[src/rtl/param_sa_loader.sv]
// param_sa_loader: NxN weight-stationary systolic-array loader. Fetches a weight tile or feature
// window through one sync-read port, shifts weight rows into the array, then streams skewed features.
module param_sa_loader #(
  parameter int DATA_W = 8,
  parameter int N      = 2,
  parameter int ADDR_W = 6,
  parameter int FMAP_W = 4,
  parameter int W_BASE = 0
) (
  input  logic                clk,
  input  logic                rst,
  input  logic                wl_start,
  input  logic                fl_start,
  input  logic [ADDR_W-1:0]   feature_baseaddr,
  output logic                mem_rd_en,
  output logic [ADDR_W-1:0]   mem_addr,
  input  logic [DATA_W-1:0]   mem_rdata,
  output logic                w_shift,
  output logic [N*DATA_W-1:0] w_data,
  output logic [N-1:0]        f_valid,
  output logic [N*DATA_W-1:0] f_data,
  output logic                busy,
  output logic                w_loaded,
  output logic                is_WL_done_o,
  output logic                is_FL_done_o,
  output logic                err_o
);
  localparam int RW = $clog2(N);
  localparam int CW = $clog2(2 * N);
  localparam logic [RW-1:0]     LAST_IDX   = RW'(N - 1);
  localparam logic [CW-1:0]     LAST_SHIFT = CW'(N - 1);
  localparam logic [CW-1:0]     LAST_STEP  = CW'(2 * N - 2);
  localparam logic [ADDR_W-1:0] W_STRIDE   = ADDR_W'(N);
  localparam logic [ADDR_W-1:0] F_STRIDE   = ADDR_W'(FMAP_W);
  localparam logic [ADDR_W-1:0] W_ORIGIN   = ADDR_W'(W_BASE);

  typedef enum logic [2:0] {IDLE, W_FETCH, W_SHIFT, F_FETCH, F_STREAM} state_t;

  state_t                state, next_state;
  logic [RW-1:0]         rd_row, rd_col, cap_row, cap_col, w_row;
  logic [CW-1:0]         step;
  logic                  rd_done, cap_valid, last_cap;
  logic                  accept_w, accept_f, wl_finish, fl_finish;
  logic [ADDR_W-1:0]     row_base;
  logic [DATA_W-1:0]     tile [N][N];

  assign accept_w  = (state == IDLE) && wl_start;
  assign accept_f  = (state == IDLE) && !wl_start && fl_start && w_loaded;
  assign last_cap  = cap_valid && (cap_row == LAST_IDX) && (cap_col == LAST_IDX);
  assign wl_finish = (state == W_SHIFT) && (step == LAST_SHIFT);
  assign fl_finish = (state == F_STREAM) && (step == LAST_STEP);
  assign w_row     = LAST_IDX - step[RW-1:0];

  always_ff @(posedge clk or negedge rst) begin
    if (!rst) state <= IDLE;
    else      state <= next_state;
  end

  always_comb begin
    next_state = state;
    case (state)
      IDLE: begin
        if (accept_w)      next_state = W_FETCH;
        else if (accept_f) next_state = F_FETCH;
      end
      W_FETCH:  if (last_cap)  next_state = W_SHIFT;
      W_SHIFT:  if (wl_finish) next_state = IDLE;
      F_FETCH:  if (last_cap)  next_state = F_STREAM;
      F_STREAM: if (fl_finish) next_state = IDLE;
      default:  next_state = IDLE;
    endcase
  end

  // Read sequencing walks row_base down the rows so addresses are base + r*stride + c, wrapping naturally.
  always_ff @(posedge clk or negedge rst) begin
    if (!rst) begin
      rd_row       <= '0;
      rd_col       <= '0;
      rd_done      <= 1'b0;
      row_base     <= '0;
      step         <= '0;
      cap_valid    <= 1'b0;
      cap_row      <= '0;
      cap_col      <= '0;
      w_loaded     <= 1'b0;
      is_WL_done_o <= 1'b0;
      is_FL_done_o <= 1'b0;
      err_o        <= 1'b0;
    end else begin
      cap_valid    <= mem_rd_en;
      cap_row      <= rd_row;
      cap_col      <= rd_col;
      is_WL_done_o <= wl_finish;
      is_FL_done_o <= fl_finish;
      err_o        <= (state == IDLE) && fl_start && !wl_start && !w_loaded;
      if (accept_w)       w_loaded <= 1'b0;
      else if (wl_finish) w_loaded <= 1'b1;
      if (accept_w || accept_f) begin
        rd_row   <= '0;
        rd_col   <= '0;
        rd_done  <= 1'b0;
        step     <= '0;
        row_base <= accept_w ? W_ORIGIN : feature_baseaddr;
      end else begin
        if (mem_rd_en) begin
          if (rd_col == LAST_IDX) begin
            rd_col   <= '0;
            row_base <= row_base + ((state == W_FETCH) ? W_STRIDE : F_STRIDE);
            if (rd_row == LAST_IDX) rd_done <= 1'b1;
            else                    rd_row  <= rd_row + RW'(1);
          end else begin
            rd_col <= rd_col + RW'(1);
          end
        end
        if (state == W_SHIFT || state == F_STREAM) step <= step + CW'(1);
      end
    end
  end

  always_ff @(posedge clk) begin
    if (cap_valid) tile[cap_row][cap_col] <= mem_rdata;
  end

  always_comb begin
    mem_rd_en = 1'b0;
    mem_addr  = '0;
    w_shift   = (state == W_SHIFT);
    busy      = (state != IDLE);
    if ((state == W_FETCH || state == F_FETCH) && !rd_done) begin
      mem_rd_en = 1'b1;
      mem_addr  = row_base + ADDR_W'(rd_col);
    end
  end

  // Lane i runs i cycles behind lane 0, so it presents tile row (step - i) while that is in range.
  for (genvar i = 0; i < N; i++) begin : g_lane
    logic [CW-1:0] depth;
    logic          lane_on;
    assign depth   = step - CW'(i);
    assign lane_on = (state == F_STREAM) && (step >= CW'(i)) && (depth < CW'(N));
    assign f_valid[i] = lane_on;
    assign f_data[i*DATA_W +: DATA_W] = lane_on ? tile[depth[RW-1:0]][i] : '0;
    assign w_data[i*DATA_W +: DATA_W] = w_shift ? tile[w_row][i] : '0;
  end
endmodule

[config.mk]
export PLATFORM = sky130hd
export DESIGN_NAME = param_sa_loader
export DESIGN_NICKNAME = d
export VERILOG_FILES = /design/src/rtl/param_sa_loader.sv
export SDC_FILE = /design/constraint.sdc
export NUM_CORES = 1
export LEC_CHECK = 0
export ABC_AREA = 1
export CAP_MARGIN = 10
export CORE_ASPECT_RATIO = 0.6
export CORE_UTILIZATION = 45
export DETAILED_ROUTE_END_ITERATION = 10
export PLACE_DENSITY = 0.74
export SYNTH_ARGS = -nofsm -noshare
export SYNTH_HDL_FRONTEND = slang
export SYNTH_SLANG_ARGS = --single-unit
export TNS_END_PERCENT = 10
[constraint.sdc]
create_clock -name clk -period 2.4 [get_ports clk]
set_input_delay 0.36 -clock clk [delete_from_list [all_inputs] [get_ports clk]]
set_output_delay 0.36 -clock clk [all_outputs]
set_load 0.005 [all_outputs]
Word-level counts from Yosys, hierarchy flattened. Memories as Yosys holds them, arrays and structs flattened. Index checks and enable logic that the tools add are counted. Widths: inputs -> output; s select.

Bits in registers: 21. Bits in writable memories: 32. Output and inout port bits: 47. Word-level logic and storage cells: 109. Memories: 1.

Memories: tile (words 2, bits a word 16, rd ports 3, clocked after memory_dff 0, write ports 1, RTL line 45) `logic [DATA_W-1:0] tile [N][N];`.

Add/subtract/negate cells: 7. Magnitude comparators: 6. Equal/unequal tests: 11. Multiplexer cells: 37. Bitwise operators: 1. Reductions and logical operators: 33.

Operator list (number): $mux 8 (5); $mux 6 (5); $mux 3 (7); $logic_and 1x1->1 (17); $mux 16 (1); $mux 1 (15); $pmux 3 s5 (1); $reduce_bool 2->1 (5); $demux 8 s1 (1); $add 6x1->6 (1); $add 6x3->6 (1); $eq 3x2->1 const B (2); $ne 2x2->1 const B (3); $reduce_and 5->1 (1); $ge 2x1->1 const B (2); $lt 2x2->1 const B (2); $mux 2 (2); $eq 3x1->1 const B (1); $eq 3x3->1 const B (1); $logic_not 1->1 (3); $logic_not 3->1 (1); $logic_or 1x1->1 (3); $ne 3x3->1 const B (1); $reduce_and 3->1 (1); other kinds (12) (13).

Logic depth before layout (Yosys ltp). Gate-level depths: netlist of the first run.

Depth in word-level cells: 7. Depth in mapped cells: 14. Mapped depth without buffers: 14.

Worst setup path after synthesis of the first run. Ideal clock, no wire load.

Path kind: reg2out. Start point: register step[0]. End point: output port f_data[10]. Data arrival time: 1.617 ns. Required time: 2.040 ns. Setup slack: 0.423 ns. Cell stages (with the launch flop): 9. Path through: dfrtp_1 buf_4 clkinv_1 buf_2 ha_1 inv_1 nor3_2 inv_1 nor2_1.

Word-level cells in the longest chain between the ends: 4.

RTL lines: from (decl) (RTL line 41) `logic [CW-1:0] step;`; from (signal assigned) (RTL line 115) `if (state == W_SHIFT || state == F_STREAM) step <= step + CW'(1);`; $sub 2x1->2 / $ge 2x1->1 (equally long branches) (RTL line 139, 140); $lt 2x2->1 / $logic_and 1x1->1 (equally long branches) (RTL line 140) `assign lane_on = (state == F_STREAM) && (step >= CW'(i)) && (depth < CW'(N));`; $logic_and 1x1->1 (*) (RTL line 140); via g_lane[1].lane_on (RTL line 138) `logic lane_on;`; $mux 8 (*) (RTL line 142) `assign f_data[i*DATA_W +: DATA_W] = lane_on ? tile[depth[RW-1:0]][i] : '0;`; to (decl) (RTL line 21) `output logic [N*DATA_W-1:0] f_data,`.

The timed path passes the listed nets; every way through them passes the cells marked *.

Final worst setup path of the first run.
Start point: register state[0]. End point: output port mem_addr[3].

Word-level cells in the longest chain between the ends: 4.

RTL lines: from (decl) (RTL line 39) `state_t state, next_state;`; from (signal assigned) (RTL line 56) `else state <= next_state;`; $eq 3x1->1 / $eq 3x2->1 (equally long branches) (RTL line 129) `if ((state == W_FETCH || state == F_FETCH) && !rd_done) begin`; $logic_or 1x1->1 (*) (RTL line 129); $logic_and 1x1->1 (*) (RTL line 129); $mux 6 (*) (RTL line 129); to (decl) (RTL line 16) `output logic [ADDR_W-1:0] mem_addr,`.

Every way passes the cells marked *; elsewhere a longest branch is shown, timed or not.

==> metrics, run 1 <==
total power=3.60 mW; HPWL after DPL=4330 microns; Fin Hold WS=398 ps; DP Cell Count=410; final non-filler cell area=3560 sq um; starting DRC count in detailed routing=144; via count=2030; Yosys cell types=30; Setup WS post-layout=13.5 ps; CTS tree=built; die height=61.2 microns; Startpoint Class=flop; Post-Layout Cell Count=420; global-route wire length before repair=just under 9000 microns; fin crit share=between 90% and 100%; first-pass iteration count of the detailed router=4; fin. max-slew vios=0; Fillers=approximately 460; Die Footprint=6170 sq um; final setup violation count=0; Die Wd=~100 microns; I/O pins=65; cells after synthesis=266; post-synthesis sequential area ratio=a little under three fifths; simple logic cell fraction of the synthesized area=21.9%; Synth-to-Final Area Change=35.1%; final core utilization=63.6%; internal reg-to-reg setup slack=roughly 320 ps; DRT antenna net count=0; Buffers & Inverters on Critical Path=3; core area=between 5000 and 6000 sq um; Peak VDD IR=between 0.4 and 0.5 mV; Mapped Avg Cell Area=between 9 and 10 sq um; GR Overflow Total=0; port bufs=64; Hold Vio Cnt, Final=0; CP Cell Sequence=inv_2 > nor2_2 > nand2_4 > inv_1 > nand2_1 > a21oi_1 > clkdlybuf4s50_1; Synth Area in Compound Gates=7.03%; Yosys Warn Count=0; pwr dens=1010 nW/um^2; CTS buffer count=5; mux cell area share after synthesis=between 3 and 4%; syn_nets=292; f_max=419 MHz; clk_skew=6.56 ps; vias per cell=between 4 and 5; initial antenna violation count=0; fraction of layout cells with a size suffix above 1=13.5%; crit-path max cell delay=550 ps; Root Buffer=clkbuf_8; placer congestion estimate=roughly 0.83; worst-skew pair later-pin latency=roughly 300 ps; largest family of logic cells by synthesized area=simple AND/OR/NAND/NOR gates; largest net degree at the start of global routing=26; slew margin rel.=73.6%; CP delay by family, top=buffers and inverters; vias in the first global route=1763; drt drc=0; worst min path class=primary input to asynchronous set/reset pin; DR WL/cell=roughly 14 microns; RSZ-0062 raised after global routing=true; final net count=between 300 and 400; Critical Path RT=2040 ps; max cap viols=0; adder-cell share of the synthesized area=4.09%; Crit Path Class=flop to output port; ant diodes=0; Post-Place Setup Slack=177 ps; Synth Register Bits=53; Final min period=2390 ps; CP arrival=2030 ps; worst-path maximum fanout=7; setup TNS=0 ps; Rows=21; leakage=1.69 nW; CP Capture Type=output port; final wirelength=around 5800 microns; Worst path slowest cell=clkdlybuf4s50_1; GRT Total Usage=19.6%; XOR/XNOR Fraction of Synth Area=0.665%; clk buf depth=2; status=finished clean; # clock sinks=53; dpl cell area=3390 sq um; Initial Util=47.0%; Netlist Area Pre-Place=2630 sq um; clock-pin slew on the worst setup and hold paths=90 ps; worst slew pin tran=395 ps; htree depth=2
synthesized netlist by cell type:
master	instances	area share [%]
inv_2	6	0.86
nor2_1	51	7.3
clkinv_1	1	0.14
o21ai_0	3	0.57
nor2_4	5	2.1
nor3b_1	1	0.29
a21oi_1	4	0.76
dfrtp_1	21	20
nand2_1	40	5.7
nor3_1	2	0.38
nand3_2	2	0.76
a211oi_1	16	4.6
inv_1	29	4.1
nand4_4	1	0.81
nand3_1	13	2.5
fa_1	1	0.76
nor2_2	3	0.71
edfxtp_1	32	37
nor3_2	1	0.38
mux2i_1	8	3.0
buf_4	3	0.86
clkbuf_1	2	0.29
o21ai_1	3	0.57
xor2_1	1	0.33
buf_2	3	0.57
xnor2_1	1	0.33
a22oi_1	2	0.57
nand4_1	1	0.24
nand2_2	3	0.71
ha_1	7	3.3
where the power goes:
| part | switching (mW) | leakage [nW] | internal (mW) |
|---|---|---|---|
| clock | 0.278 | 0.0455 | 0.202 |
| combinational | 0.953 | 1.08 | 0.736 |
| sequential | 0.195 | 0.560 | 1.23 |
| total | 1.43 | 1.69 | 2.17 |
repair_timing:
action	in CTS	in global routing
setup endpoints to repair	25	22
setup buffers	1	1
resized for setup	8	20
pin swaps	0	1
hold buffers	0	0
gates cloned	0	0
state kept, by name (all words and copies together), names as in the netlist:
signal and count:
cap_valid 1, cap_row 1, rd_row 1, rd_col 1, state 3, err_o 1
cap_col 1, step 2, rd_done 1, row_base 6, w_loaded 1, is_FL_done_o 1
tile 32, is_WL_done_o 1
cells in the final DEF, fill, tap and decap left out, types with 9 or more instances in the layout:
| cell | n |
|---|---|
| nor2_1 | 50 |
| clkdlybuf4s50_1 | 48 |
| nand2_1 | 39 |
| edfxtp_1 | 32 |
| inv_1 | 28 |
| dfrtp_1 | 19 |
| a211oi_1 | 14 |
| nand3_1 | 13 |
| dlymetal6s2s_1 | 11 |
| buf_4 | 9 |
kinds of logic after synthesis:
group / count (synthesis)
xor gates and xnor gates: 2
DFF: 53
buffers and inverters: 44
and+or+nand+nor: 123
adders and majority gates: 8
muxes: 8
AOI/OAI and AO/OA: 28
area by class of cell:
class	instances	area [sq um]	area share, %
clock inverter	3	17.5	0.492
multi-input combinational	169	1010	28.3
sequential	53	1490	41.9
tap	80	100	2.81
timing repair buffer	74	741	20.8
inverter	36	135	3.80
clock buffer	5	68.8	1.93
worst reg2reg max path, cell delays in order (launching register included):
cell,delay [ps]
dfrtp_1,430
inv_2,80
nor2_2,190
inv_1,70
nor2_1,160
inv_1,120
fa_1,460
nand3_1,130
xnor2_1,120
nand3_1,100
nand2_1,70
nand2_1,40
nand2_1,60
per-layer routing:
layer / global-route usage [%] / routed length (microns) / up-vias / share of wire (%)
li1: - / - / 1028 / -
met1: 29.0 / 2770 / 944 / 48
met2: 29.7 / 2650 / 56 / 46
met3: 4.20 / 350 / 2 / 6.0
met4: 5.38 / 23 / 0 / 0.40
met5: 0 / 0 / - / 0
worst paths after layout:
path | start | to | depth (start not counted)
min in group clk | rd_row | cap_row | 0
max in group asynchronous | rst | state[2] | 2
hold reg to reg | rd_row | cap_row | 0
setup reg to reg | state[0] | row_base[5] | 12
setup / recovery | state[0] | mem_addr[3] | 7
hold / removal | rst | row_base[0] | 2
No activity file was read; power rests on OpenSTA's default activity.
==> run 2: changes to the inputs <==
--- a/config.mk
+++ b/config.mk
@@ -11,6 +11,7 @@
 export CORE_UTILIZATION = 45
 export DETAILED_ROUTE_END_ITERATION = 10
 export PLACE_DENSITY = 0.74
+export RECOVER_POWER = 25
 export SYNTH_ARGS = -nofsm -noshare
 export SYNTH_HDL_FRONTEND = slang
 export SYNTH_SLANG_ARGS = --single-unit
==> run 2 against run 1 <==
Effect of this change: sequential cell count unchanged; utilization is 0.067 points lower; final cell count did not move; hold slack gained 8.5 ps; fmax down 0.17%; combinational power is essentially flat; first-iteration DRC count is 21% lower; worst setup slack worse by 4.1 ps; clock power about the same; clock-buffer cell count did not move; die area unchanged; critical path type unchanged; largest cell class unchanged; largest power group unchanged.
==> metrics, run 2 (synthesized netlist as in run 1, its figures left out) <==
dpl cell area=3390 sq um (unchanged); max cap viols=0 (unchanged); biggest regs=tile: 32 flops, row_base: 6 flops, state: 3 flops; Die Wd=101 microns (unchanged); final non-filler cell area=3550 sq um (-0.11%); DR WL/cell=13.8 microns (about the same); GR Overflow Total=0 (unchanged); leakage=1.68 nW (-0.14%); first-pass iteration count of the detailed router=4 (unchanged); pwr dens=1010 nW/um^2 (about the same); Biggest register=tile; GRT Total Usage=19.6% (unchanged); status=finished clean; fraction of layout cells with a size suffix above 1=13.2% (-0.29 points); initial antenna violation count=0 (unchanged); worst slew pin tran=1180 ps (+783 ps); CTS buffer count=5 (unchanged); f_max=418 MHz (-0.17%); RSZ-0062 raised after global routing=true; ant diodes=0 (unchanged); CP Capture Type=output port; # clock sinks=53 (unchanged); CP arrival=2030 ps (about the same); vias in the first global route=1763 (unchanged); Die Footprint=6170 sq um (unchanged); vias per cell=4.84 (+0.15%); global-route wire length before repair=8840 microns (unchanged); commonest cells after routing, fill and taps aside=nor2_1 (50), clkdlybuf4s50_1 (43), nand2_1 (39), edfxtp_1 (32), inv_1 (28); commonest non-fill, non-tap cell in the layout=nor2_1; Crit Path Class=flop to output port; Hold Buf Count CTS=0 (unchanged); fin crit share=99.6% (+0.17 points); clock-pin slew on the worst setup and hold paths=90 ps (about the same); clk buf depth=2 (unchanged); worst min path class=flop to flop; Hold Vio Cnt, Final=0 (unchanged); Root Buffer=clkbuf_8; drt drc=0 (unchanged); final setup violation count=0 (unchanged); Initial Util=47.0% (unchanged); clk_skew=6.30 ps (-0.260 ps); HPWL after DPL=4330 microns (unchanged); die height=61.2 microns (unchanged); Setup WS post-layout=9.49 ps (-4.05 ps); fin. max-slew vios=0 (unchanged); total power=3.59 mW (-0.14%); port bufs=64 (unchanged); Final min period=2390 ps (+4.05 ps); final net count=365 (unchanged); DRT antenna net count=0 (unchanged); CTS tree=built; Synth-to-Final Area Change=35.0%; I/O pins=65 (unchanged); slew margin rel.=21.5% (-52 points); htree depth=2 (unchanged); Fillers=464 (+0.43%); core area=5600 sq um (unchanged); largest net degree at the start of global routing=26 (unchanged); worst-path maximum fanout=7 (unchanged); worst-skew pair later-pin latency=300 ps (about the same); final core utilization=63.5% (-0.067 points); max reg flops=32 (unchanged); starting DRC count in detailed routing=114 (-21%); Critical Path RT=2040 ps (about the same); final wirelength=5790 microns (about the same); Peak VDD IR=0.444 mV (about the same); Post-Place Setup Slack=177 ps (unchanged); Rows=21 (unchanged); via count=2033 (+0.15%); placer congestion estimate=0.834 (unchanged); Startpoint Class=flop
==> run 2: changes by cell type in the layout (fill, tap and decap cells not counted) <==
cell,change
clkbuf_1,+1
dlygate4sd3_1,+5
clkdlybuf4s50_1,-5
buf_4,-1
==> run 2: metal layers <==
metal	vias to the layer above	global-route usage, %	wire length (microns)
li1	1026	-	-
met1	950	29.0	2770
met2	53	29.7	2640
met3	4	4.20	340
met4	0	5.38	35
met5	-	0	0
==> run 2: final cells by class <==
type                       instances  area (sq um)  area share [%]
sequential                        53          1490            41.9
multi-input combinational        169          1010            28.3
timing repair buffer              74           737            20.7
inverter                          36           135            3.80
tap                               80           100            2.82
clock buffer                       5          68.8            1.94
clock inverter                     3          17.5           0.493
==> run 2: report_power, final <==
group	internal (mW)	switching, mW	leakage [nW]	total, mW
Clock	0.202	0.275	0.0455	0.478
Combinational	0.733	0.953	1.08	1.69
Sequential	1.23	0.196	0.560	1.43
==> run 2: worst paths after layout <==
path                          start           to  slack (ps)  cells after the start
max                        state[0]  mem_addr[3]           9                      7
min                          rd_row      cap_row         410                      0
max reg2reg                state[0]  row_base[5]         310                     12
min reg2reg                  rd_row      cap_row         410                      0
max in group asynchronous       rst     state[2]         810                      2
min in group asynchronous       rst  row_base[5]         810                      2
==> run 2: stage by stage <==
step / TNS [ps] / hold slack, ps / cells
after global placement: 0 / 392 / 410
after global routing: -276 / 424 / 420
after floorplan: 0 / 64.4 / 266
after CTS: -36.5 / 400 / 419
final: 0 / 406 / 420
after detailed placement: 0 / 386 / 410
==> run 2: worst max-delay path, stage by stage, from the launching register on <==
cell	delay [ps]
dfrtp_1	430
inv_2	80
nor2_2	200
nand2_4	130
inv_1	130
nand2_1	60
a21oi_1	150
clkdlybuf4s50_1	550
==> run 2: what timing repair did <==
item                                    in CTS  in global routing
endpoints found under the setup margin      25                 22
gates cloned                                 0                  0
pin swaps                                    0                  1
resized for setup                            8                 20
setup buffers                                1                  1
==> run 3: changes to the inputs <==
--- a/config.mk
+++ b/config.mk
@@ -8,9 +8,9 @@
 export ABC_AREA = 1
 export CAP_MARGIN = 10
 export CORE_ASPECT_RATIO = 0.6
-export CORE_UTILIZATION = 45
+export CORE_UTILIZATION = 49
 export DETAILED_ROUTE_END_ITERATION = 10
-export PLACE_DENSITY = 0.74
+export PLACE_DENSITY = 0.79
 export RECOVER_POWER = 25
 export SYNTH_ARGS = -nofsm -noshare
 export SYNTH_HDL_FRONTEND = slang
==> run 3 against run 2 <==
Effect of this change: sequential cell count did not move; design area about the same; combinational power is 4% higher; non-clock buffer count up 1; routed wire length increased by 1.8%; final cell count fell by 3.1%; largest cell class unchanged; largest power group unchanged.
==> metrics, run 3 (synthesized netlist as in run 1, its figures left out) <==
worst min path class=flop to flop; DR WL/cell=14.5 microns (+5.0%); global-route wire length before repair=9200 microns (+4.1%); Die Wd=96.6 microns (-4.1%); CTS buffer count=5 (unchanged); Startpoint Class=flop; Psw=1.46 mW (+2.2%); Sw Share=39.9% (+0.24 points); placer congestion estimate=0.947 (+13%); f_max=420 MHz (+0.38%); Peak VDD IR=0.522 mV (+18%); pwr dens=1030 nW/um^2 (+1.6%); vias in the first global route=1892 (+7.3%); commonest cells after routing, fill and taps aside=nor2_1 (48), clkdlybuf4s50_1 (48), nand2_1 (39), edfxtp_1 (32), inv_1 (26); port bufs=64 (unchanged); clock-pin slew on the worst setup and hold paths=90 ps (about the same); final wirelength=5890 microns (+1.8%); Hold Vio Cnt, Final=0 (unchanged); worst-path maximum fanout=8 (+1); Biggest register=tile; total power=3.65 mW (+1.6%); RSZ-0062 raised after global routing=true; fraction of layout cells with a size suffix above 1=15.8% (+2.6 points); Fillers=398 (-14%); starting DRC count in detailed routing=138 (+21%); fin. max-slew vios=0 (unchanged); DRT antenna net count=0 (unchanged); fin crit share=99.2% (-0.38 points); DP Cell Count=395 (-3.7%); Clock power frac=12.9% (-0.4 points); GRT Total Usage=21.4% (+1.8 points); GR Overflow Total=0 (unchanged); final setup violation count=0 (unchanged); slew margin rel.=20.7% (-0.71 points); CP arrival=2020 ps (about the same); core area=5100 sq um (-8.8%); die height=58.8 microns (-4.0%); drt drc=0 (unchanged); Logic pwr share=48.1% (+1.2 points); ant diodes=0 (unchanged); first-pass iteration count of the detailed router=4 (unchanged); worst slew pin tran=1190 ps (+10.6 ps); biggest regs=tile: 32 flops, row_base: 6 flops, state: 3 flops; max cap viols=0 (unchanged); htree depth=2 (unchanged); I/O pins=65 (unchanged); CTS tree=built; Rows=20 (-4.8%); Die Footprint=5680 sq um (-8.0%); via count=2087 (+2.7%); final net count=366 (+0.27%); # clock sinks=53 (unchanged); clk_skew=9.71 ps (+3.42 ps); initial antenna violation count=0 (unchanged); Final min period=2380 ps (-9.05 ps); Crit Path Class=flop to output port; P_int=2.19 mW (+1.2%); max reg flops=32 (unchanged); Post-Layout Cell Count=407 (-3.1%); status=finished clean; largest net degree at the start of global routing=26 (unchanged); Root Buffer=clkbuf_8; HPWL after DPL=4350 microns (+0.39%); Synth-to-Final Area Change=34.9% (about the same); worst-skew pair later-pin latency=310 ps (about the same); Initial Util=51.6% (+4.5 points); CP Capture Type=output port; vias per cell=5.13 (+5.9%); Critical Path RT=2040 ps (about the same); clk buf depth=2 (unchanged); leakage=1.62 nW (-3.7%); Flop pwr share=39.0% (-0.8 points)
==> run 3: cell count changes in the layout (fill, tap and decap cells not counted), moves of 2 or more <==
cell             previous run  this run
nor2_1                     50        48
clkdlybuf4s50_1            43        48
inv_2                       7        10
inv_1                      28        26
a211oi_2                    2         4
dlygate4sd2_1               5         3
a211oi_1                   14        12
dlymetal6s2s_1             11         8
==> run 3: repair_timing <==
action / in CTS / in global routing
hold buffers: 0 / 0
buffers inserted: 1 / 3
endpoints found under the setup margin: 9 / 20
gates resized for setup: 5 / 26
pin swaps: 0 / 1
==> run 3: area by class of cell <==
class | count | area, sq um | area share [%]
clock buffers | 5 | 68.8 | 1.94
clock inverters | 3 | 12.5 | 0.352
inverters | 36 | 135 | 3.80
multi-input cells | 169 | 1020 | 28.8
flip-flops and latches | 53 | 1490 | 41.9
well taps | 66 | 82.6 | 2.32
repair buffers | 75 | 739 | 20.8
==> run 3: power by group through the flow <==
stage	logic, mW	registers, mW	clock network (mW)
floorplan	1.01	1.38	0
global placement	1.59	1.42	0
detailed placement	1.65	1.43	0
CTS	1.67	1.41	0.471
global route	1.95	1.45	0.511
finish	1.75	1.42	0.472
==> run 3: path summary, 6_finish.rpt <==
path                           from            to  slack, ps  depth (start not counted)
setup / recovery            step[1]    f_data[13]         20                          7
hold / removal               rd_row       cap_row        410                          0
setup reg to reg           state[2]   row_base[5]        370                         11
hold reg to reg              rd_row       cap_row        410                          0
max in group asynchronous       rst      state[1]        800                          2
min in group asynchronous       rst  is_FL_done_o        810                          2
==> run 3: stage by stage <==
stage | util (%) | TNS (ps) | area [sq um] | setup slack (ps) | hold WS [ps]
finish | 69.6 | 0 | 3550 | 18.5 | 411
global route | 69.6 | -185 | 3550 | -55.2 | 434
CTS | 67.6 | -150 | 3450 | -32.5 | 411
detailed placement | 65.9 | 0 | 3360 | 175 | 391
global placement | 65.9 | 0 | 3360 | 261 | 385
floorplan | - | 0 | 2630 | 423 | 64.4
==> run 3: routing by layer <==
layer  vias to the layer above  track usage [%]  routed length (microns)
met3                        10             4.51                      304
met5                         -                0                        0
li1                       1026                -                        -
met4                         0             6.61                       70
met2                        51             33.1                     2610
met1                      1000             30.8                     2910
==> run 3: worst max-delay path, cell delays in order (launching register included) <==
cell and delay [ps]:
dfrtp_1 370, inv_2 70, ha_4 270, inv_1 40, nor3_2 210, inv_2 150
nor2_1 110, clkdlybuf4s50_1 500
